### src/rtl/fifo_pkg.sv
// Shared types and Gray-code helpers for the asynchronous FIFO halves.
// Pointers carry one extra wrap bit above the memory address.
package fifo_pkg;

    localparam int FIFO_DATA_WIDTH = 32;
    localparam int FIFO_ADDR_WIDTH = 5;

    typedef logic [FIFO_ADDR_WIDTH:0] ptr_t;

    function automatic ptr_t bin2gray(input ptr_t b);
        return b ^ (b >> 1);
    endfunction

    function automatic ptr_t gray2bin(input ptr_t g);
        ptr_t b;
        b[FIFO_ADDR_WIDTH] = g[FIFO_ADDR_WIDTH];
        for (int i = FIFO_ADDR_WIDTH - 1; i >= 0; i--) begin
            b[i] = b[i + 1] ^ g[i];
        end
        return b;
    endfunction

endpackage

### src/rtl/ptr_sync.sv
// Multi-flop synchronizer for a Gray-coded pointer crossing into this clock domain.
// Both resets clear every stage so a stale pointer never leaks through.
module ptr_sync #(
    parameter int WIDTH  = 6,
    parameter int STAGES = 2
) (
    input  logic             clk,
    input  logic             hw_rst,
    input  logic             sw_rst,
    input  logic [WIDTH-1:0] d,
    output logic [WIDTH-1:0] q
);

    logic [WIDTH-1:0] sync_q [STAGES];

    always_ff @(posedge clk or posedge hw_rst) begin
        if (hw_rst) begin
            for (int i = 0; i < STAGES; i++) sync_q[i] <= '0;
        end else if (sw_rst) begin
            for (int i = 0; i < STAGES; i++) sync_q[i] <= '0;
        end else begin
            sync_q[0] <= d;
            for (int i = 1; i < STAGES; i++) sync_q[i] <= sync_q[i - 1];
        end
    end

    assign q = sync_q[STAGES-1];

endmodule

### src/rtl/read_modport.sv
// Read-domain half of the asynchronous FIFO: owns the read pointer, registers
// read data and derives empty/level flags from the synchronized write pointer.
module read_modport
    import fifo_pkg::*;
#(
    parameter int DATA_WIDTH  = FIFO_DATA_WIDTH,
    parameter int ADDR_WIDTH  = FIFO_ADDR_WIDTH,
    parameter int SYNC_STAGES = 2
) (
    input  logic                  rclk,
    input  logic                  hw_rst,
    input  logic                  sw_rst,
    input  logic                  read_enable,
    input  logic [ADDR_WIDTH-1:0] aempty_value,
    input  logic [ADDR_WIDTH:0]   wr_ptr_gray,
    input  logic [DATA_WIDTH-1:0] mem_rdata,
    output logic [ADDR_WIDTH-1:0] mem_raddr,
    output logic [ADDR_WIDTH:0]   rd_ptr_gray,
    output logic [DATA_WIDTH-1:0] read_data,
    output logic                  rdempty,
    output logic                  rd_almost_empty,
    output logic                  underflow,
    output logic [ADDR_WIDTH:0]   fifo_read_count,
    output logic [ADDR_WIDTH:0]   rd_level
);

    ptr_t rptr_bin;
    ptr_t wq_gray;
    ptr_t wq_bin;
    ptr_t rptr_next;
    ptr_t level_next;
    logic rd_ok;
    logic empty_next;
    logic aempty_next;

    ptr_sync #(
        .WIDTH  (ADDR_WIDTH + 1),
        .STAGES (SYNC_STAGES)
    ) u_wptr_sync (
        .clk    (rclk),
        .hw_rst (hw_rst),
        .sw_rst (sw_rst),
        .d      (wr_ptr_gray),
        .q      (wq_gray)
    );

    // Handshake: read_enable is a request; a word is consumed at a rising edge
    // only when read_enable & ~rdempty, and read_data holds it from that edge on.
    always_comb begin
        wq_bin      = gray2bin(wq_gray);
        rd_ok       = read_enable & ~rdempty;
        rptr_next   = rptr_bin + {{ADDR_WIDTH{1'b0}}, rd_ok};
        level_next  = wq_bin - rptr_next;
        empty_next  = (bin2gray(rptr_next) == wq_gray);
        aempty_next = (level_next <= {1'b0, aempty_value});
    end

    assign mem_raddr = rptr_bin[ADDR_WIDTH-1:0];

    always_ff @(posedge rclk or posedge hw_rst) begin
        if (hw_rst) begin
            rptr_bin        <= '0;
            rd_ptr_gray     <= '0;
            read_data       <= '0;
            fifo_read_count <= '0;
            rd_level        <= '0;
            rdempty         <= 1'b1;
            rd_almost_empty <= 1'b1;
            underflow       <= 1'b0;
        end else if (sw_rst) begin
            rptr_bin        <= '0;
            rd_ptr_gray     <= '0;
            read_data       <= '0;
            fifo_read_count <= '0;
            rd_level        <= '0;
            rdempty         <= 1'b1;
            rd_almost_empty <= 1'b1;
            underflow       <= 1'b0;
        end else begin
            rptr_bin        <= rptr_next;
            rd_ptr_gray     <= bin2gray(rptr_next);
            if (rd_ok) begin
                read_data       <= mem_rdata;
                fifo_read_count <= fifo_read_count + 1'b1;
            end
            // Flags look ahead to the post-read pointer so they are never a cycle stale.
            rdempty         <= empty_next;
            rd_level        <= level_next;
            rd_almost_empty <= aempty_next;
            underflow       <= read_enable & rdempty;
        end
    end

endmodule

### config.mk
export PLATFORM = sky130hd
export DESIGN_NAME = read_modport
export DESIGN_NICKNAME = d
export VERILOG_FILES = /design/src/rtl/fifo_pkg.sv /design/src/rtl/ptr_sync.sv /design/src/rtl/read_modport.sv
export SDC_FILE = /design/constraint.sdc
export NUM_CORES = 1
export LEC_CHECK = 0
export CAP_MARGIN = 0
export CORE_MARGIN = 2
export CORE_UTILIZATION = 57
export DETAILED_ROUTE_END_ITERATION = 16
export DONT_BUFFER_PORTS = 1
export PLACE_DENSITY = 0.75
export SLEW_MARGIN = 30
export SYNTH_ARGS = -nofsm -noshare
export SYNTH_HDL_FRONTEND = slang
export SYNTH_SLANG_ARGS = --single-unit
### constraint.sdc
create_clock -name rclk -period 3.6 [get_ports rclk]
set_input_delay 0.54 -clock rclk [delete_from_list [all_inputs] [get_ports rclk]]
set_output_delay 0.54 -clock rclk [all_outputs]
set_load 0.01 [all_outputs]
==> results <==
- Of the available clock period, the critical path in the final layout requires 91.6%.
- The synthesized area per cell is 9.98 um2.
- The library cell used most frequently in the layout, excluding fill and tap cells, is sky130_fd_sc_hd__nand2_1.
- The H-tree level count is 3.
- The overall routed net length is 6.51 mm.
- The upper clock frequency limit is 303 MHz.
- The final-report setup violation count is 0.
- The least setup slack across all paths after layout is 0.304 ns.
- Summing over every cut layer, the via total after detailed routing is 2330.
- Max-cap violations in this run came to 0.
- The initial cell density of the core is 58.0%.
- The number of antenna violations at the first check in global routing is 0.
- The sequential share of the synthesized area is 51.7%.
- The number of hold buffers added after CTS was 0.
- The length of the first detailed-routing pass in iterations is 5.
- For this design the static power due to leakage is 1.68 nW.
- The library cells used most frequently in the layout, excluding fill and tap cells, are sky130_fd_sc_hd__nand2_1, sky130_fd_sc_hd__dfrtp_1, sky130_fd_sc_hd__a21oi_1, sky130_fd_sc_hd__nor2_1, sky130_fd_sc_hd__nor2b_1.
- The number of DRC violations after detailed-routing iteration 0 is 135.
- The overall routing resource usage is 21.2%.
- For this run, asynchronously set or reset flops after synthesis account for 100%.
- The detail route stage leaves a number of antenna-violating nets equal to 0.
- Broken down by cell family, the worst path's largest delay share belongs to XOR/XNOR gates.
- The beginning of the critical path is u_wptr_sync.q[5].
- The final layout contains 400 nets.
- The leftover overflow at the end of global routing is 0.
- For the final database, setup skew stands at 0.00907 ns.
- The clock latency on the worst-skew pair is 0.33 ns.
- The total half-perimeter wirelength after legalization and detailed placement is 4.48 mm.
- The peak supply drop is 266 uV.
- The number of antenna diodes in the final layout is 0.
- The worst-case setup slack after placement is 0.174 ns.
- The worst register-to-register path has a setup slack of 0.30 ns.
- The full die area is 6580 um2.
- Sorting the synthesized cells by area gives the leading types as sky130_fd_sc_hd__dfrtp_1, sky130_fd_sc_hd__nand2_1, sky130_fd_sc_hd__a21oi_1, sky130_fd_sc_hd__ha_1, sky130_fd_sc_hd__xnor2_1.
- The maximum cell stage delay along the critical path is 0.45 ns.
- After detailed routing, the number of remaining DRC violations is 0.
- The number of global-route vias before repair was 2287.
- The worst register-to-register path ends at rd_almost_empty.
- Dividing the detail-routed wire length by the instance count gives 15.5 um.
- The timing endpoint of the critical path is rd_almost_empty.
- The count of final hold-check violations is 0.
- Pin placement for this block handled 105 I/O pins.
- The number of synthesized register bits is 70.
- No sink is reached through more buffers than the 2 on the longest clock path.
- The yosys synthesis warning count is 0.
- The post-route total power is 1.89 mW.
- Port buffering added 0 buffers.
- The required time at the worst-slack endpoint is 3.85 ns.
- The vertical extent of the die is 81.1 um.
- The category of the most critical setup path is flop to flop.
- The share of post-route cells with drive strength above 1 is 10.8%.
- The first global-routing pass estimated 10.6 mm of wire.
- Counting both buffers and inverters, the worst setup path holds a total of 1.
- Counting buffers and inverters, the worst setup path is 15 cells deep.
- The clock root buffer master is sky130_fd_sc_hd__clkbuf_8.
- Summed over its instances, the top area cell type makes up 50.2% of the synthesized netlist area.
- The number of clock sinks seen by CTS is 70.
- The slew at the pin closest to its max-slew limit is 0.604 ns.
- Walking the worst path, the cells encountered are xor2_4 -> xnor2_2 -> xnor2_2 -> xor2_2 -> xnor2_1 -> ha_1 -> inv_1 -> fa_2 -> a21o_1 -> a21oi_1 -> xnor2_1 -> ha_1 -> mux2i_1 -> a21oi_1 -> o31ai_1.
- The remaining max-slew budget at the tightest pin is 59.7%.
- The most used flip-flop cell after synthesis is sky130_fd_sc_hd__dfrtp_1.
- Compared with the post-synthesis result, the final layout area differs by 8.67%.
- The worst setup path is captured at a flop.
- The top cell type by total area after synthesis is sky130_fd_sc_hd__dfrtp_1.
- The final max-slew violation count is 0.
- The worst setup path is launched from a flop.
- Routability-driven placement finished with a final weighted congestion of 0.838.
- The largest fanout on the critical path is 2.
- The cell count after synthesis came out at 340.
- The initialized floorplan defines 28 standard-cell rows.
- The pin count of the biggest net entering global routing is 66.
- The cell with the largest stage delay on the worst path is sky130_fd_sc_hd__dfrtp_2.
- In this run, synthesis inferred 0 flip-flops with an integrated enable.
- For the worst flop-to-flop path, the logic depth is 15.
- Clock tree synthesis inserted a total of 9 buffers.
- The worst register-to-register path begins at u_wptr_sync.q[5].
- The number of nets handed over by synthesis was 401.
- The power density over cell area is 513 nW/um2.
- The total area inside the core boundary comes to 5850 um2.
- The kind of path behind the tightest hold check is input pin to asynchronous set/reset pin.
- After synthesis, the netlist uses 46 different library cells.
- TritonCTS built the clock tree.
- The arrival time at the worst endpoint is 3.54 ns.
- The worst path in the final design needs a cycle of 3.30 ns, including I/O delays and setup.
- The via density per instance is 5.56.
- The run finished with clean final reports.
- The cell area after synthesis is 3390 um2.
- The width of the chip is 81.1 um.
- After clock tree synthesis, the clock-pin slew on the worst setup and hold paths is 0.07 ns.
==> worst min path at each step <==
stage                           from                    end  slack (ns)
6_report                      hw_rst  u_wptr_sync.sync_q[8]        0.16
5_1_grt                       hw_rst           read_data[5]        0.20
4_1_cts                       hw_rst          read_data[12]        0.17
3_5_place_dp   u_wptr_sync.sync_q[8]       u_wptr_sync.q[2]        0.45
3_3_place_gp   u_wptr_sync.sync_q[9]       u_wptr_sync.q[3]        0.45
2_1_floorplan  u_wptr_sync.sync_q[6]       u_wptr_sync.q[0]        0.44
==> flip-flops by register name, indices dropped and copies added, names as in the netlist <==
name,flops
underflow,1
fifo_read_count,6
rd_level,6
rdempty,1
u_wptr_sync.sync_q,6
u_wptr_sync.q,6
rptr_bin,5
rd_ptr_gray,6
rd_almost_empty,1
read_data,32
==> final cells by class <==
type                            count  area, um2
Clock buffer                       11        141
Clock inverter                      5       81.3
Fill cell                         481       2160
Inverter                           13       48.8
Multi-Input combinational cell    237       1500
Sequential cell                    70       1760
Tap cell                           75       93.8
Timing Repair Buffer                8       60.1
==> kinds of logic (layout without fill, tap and decap cells) <==
family                     count (synthesis)  in the layout  share of synthesized area (%)
and+or+nand+nor                          129            129                           17.3
DFF                                       70             70                           51.7
AOI/OAI and AO/OA                         63             63                           10.8
buffers and inverters                     33             37                           4.35
xor gates and xnor gates                  27             27                           9.22
adders and majority gates                 14             14                           5.39
muxes                                      4              4                           1.22
==> stage by stage <==
stage / utilization (%) / cells / area [um2] / hold WS, ns / TNS, ns
2_1_floorplan: - / 340 / 3390 / 0.439 / 0
3_3_place_gp: 58.4 / 399 / 3420 / 0.449 / 0
3_5_place_dp: 58.4 / 399 / 3420 / 0.447 / 0
4_1_cts: 62.2 / 415 / 3640 / 0.170 / 0
5_1_grt: 63.0 / 419 / 3690 / 0.198 / -0.00436
6_report: 63.0 / 419 / 3690 / 0.159 / 0
==> cell usage after synthesis (2+ instances only) <==
| master | n |
|---|---|
| sky130_fd_sc_hd__a21oi_1 | 41 |
| sky130_fd_sc_hd__ha_1 | 13 |
| sky130_fd_sc_hd__buf_2 | 4 |
| sky130_fd_sc_hd__nor2b_1 | 16 |
| sky130_fd_sc_hd__mux2i_1 | 3 |
| sky130_fd_sc_hd__buf_6 | 2 |
| sky130_fd_sc_hd__or2b_1 | 2 |
| sky130_fd_sc_hd__xnor3_1 | 2 |
| sky130_fd_sc_hd__nand4_1 | 3 |
| sky130_fd_sc_hd__nand2b_1 | 3 |
| sky130_fd_sc_hd__dfrtp_1 | 68 |
| sky130_fd_sc_hd__nand2_1 | 71 |
| sky130_fd_sc_hd__o21a_1 | 3 |
| sky130_fd_sc_hd__and3_1 | 2 |
| sky130_fd_sc_hd__and2_1 | 6 |
| sky130_fd_sc_hd__dfstp_2 | 2 |
| sky130_fd_sc_hd__buf_1 | 3 |
| sky130_fd_sc_hd__xor2_2 | 2 |
| sky130_fd_sc_hd__nand3_1 | 3 |
| sky130_fd_sc_hd__clkbuf_1 | 10 |
| sky130_fd_sc_hd__inv_1 | 13 |
| sky130_fd_sc_hd__xnor2_2 | 2 |
| sky130_fd_sc_hd__xnor2_1 | 12 |
| sky130_fd_sc_hd__xor2_1 | 8 |
| sky130_fd_sc_hd__o21ai_0 | 7 |
| sky130_fd_sc_hd__nor2_1 | 19 |
==> what timing repair did <==
action	4_1_cts	5_1_grt
setup endpoints to repair	0	1
endpoints found under the hold margin	0	0
resized for setup	0	4
buffers inserted	0	4
==> routing by layer <==
metal / vias up / part of all wire [%] / GRT usage, % / routed length [um]
met3: 11 / 7.3 / 6.33 / 475
met4: 0 / 1.6 / 8.98 / 107
met2: 83 / 49 / 32.7 / 3190
met5: - / 0 / 0 / 0
li1: 1111 / - / - / -
met1: 1125 / 42 / 27.8 / 2730
==> power breakdown <==
part / switching, mW / total (mW) / internal (mW) / leakage (nW)
registers: 0.0613 / 0.908 / 0.847 / 0.942
clock network: 0.292 / 0.703 / 0.411 / 0.110
logic: 0.153 / 0.278 / 0.125 / 0.629
total: 0.507 / 1.89 / 1.38 / 1.68
Power figures use the tool's default switching activity.
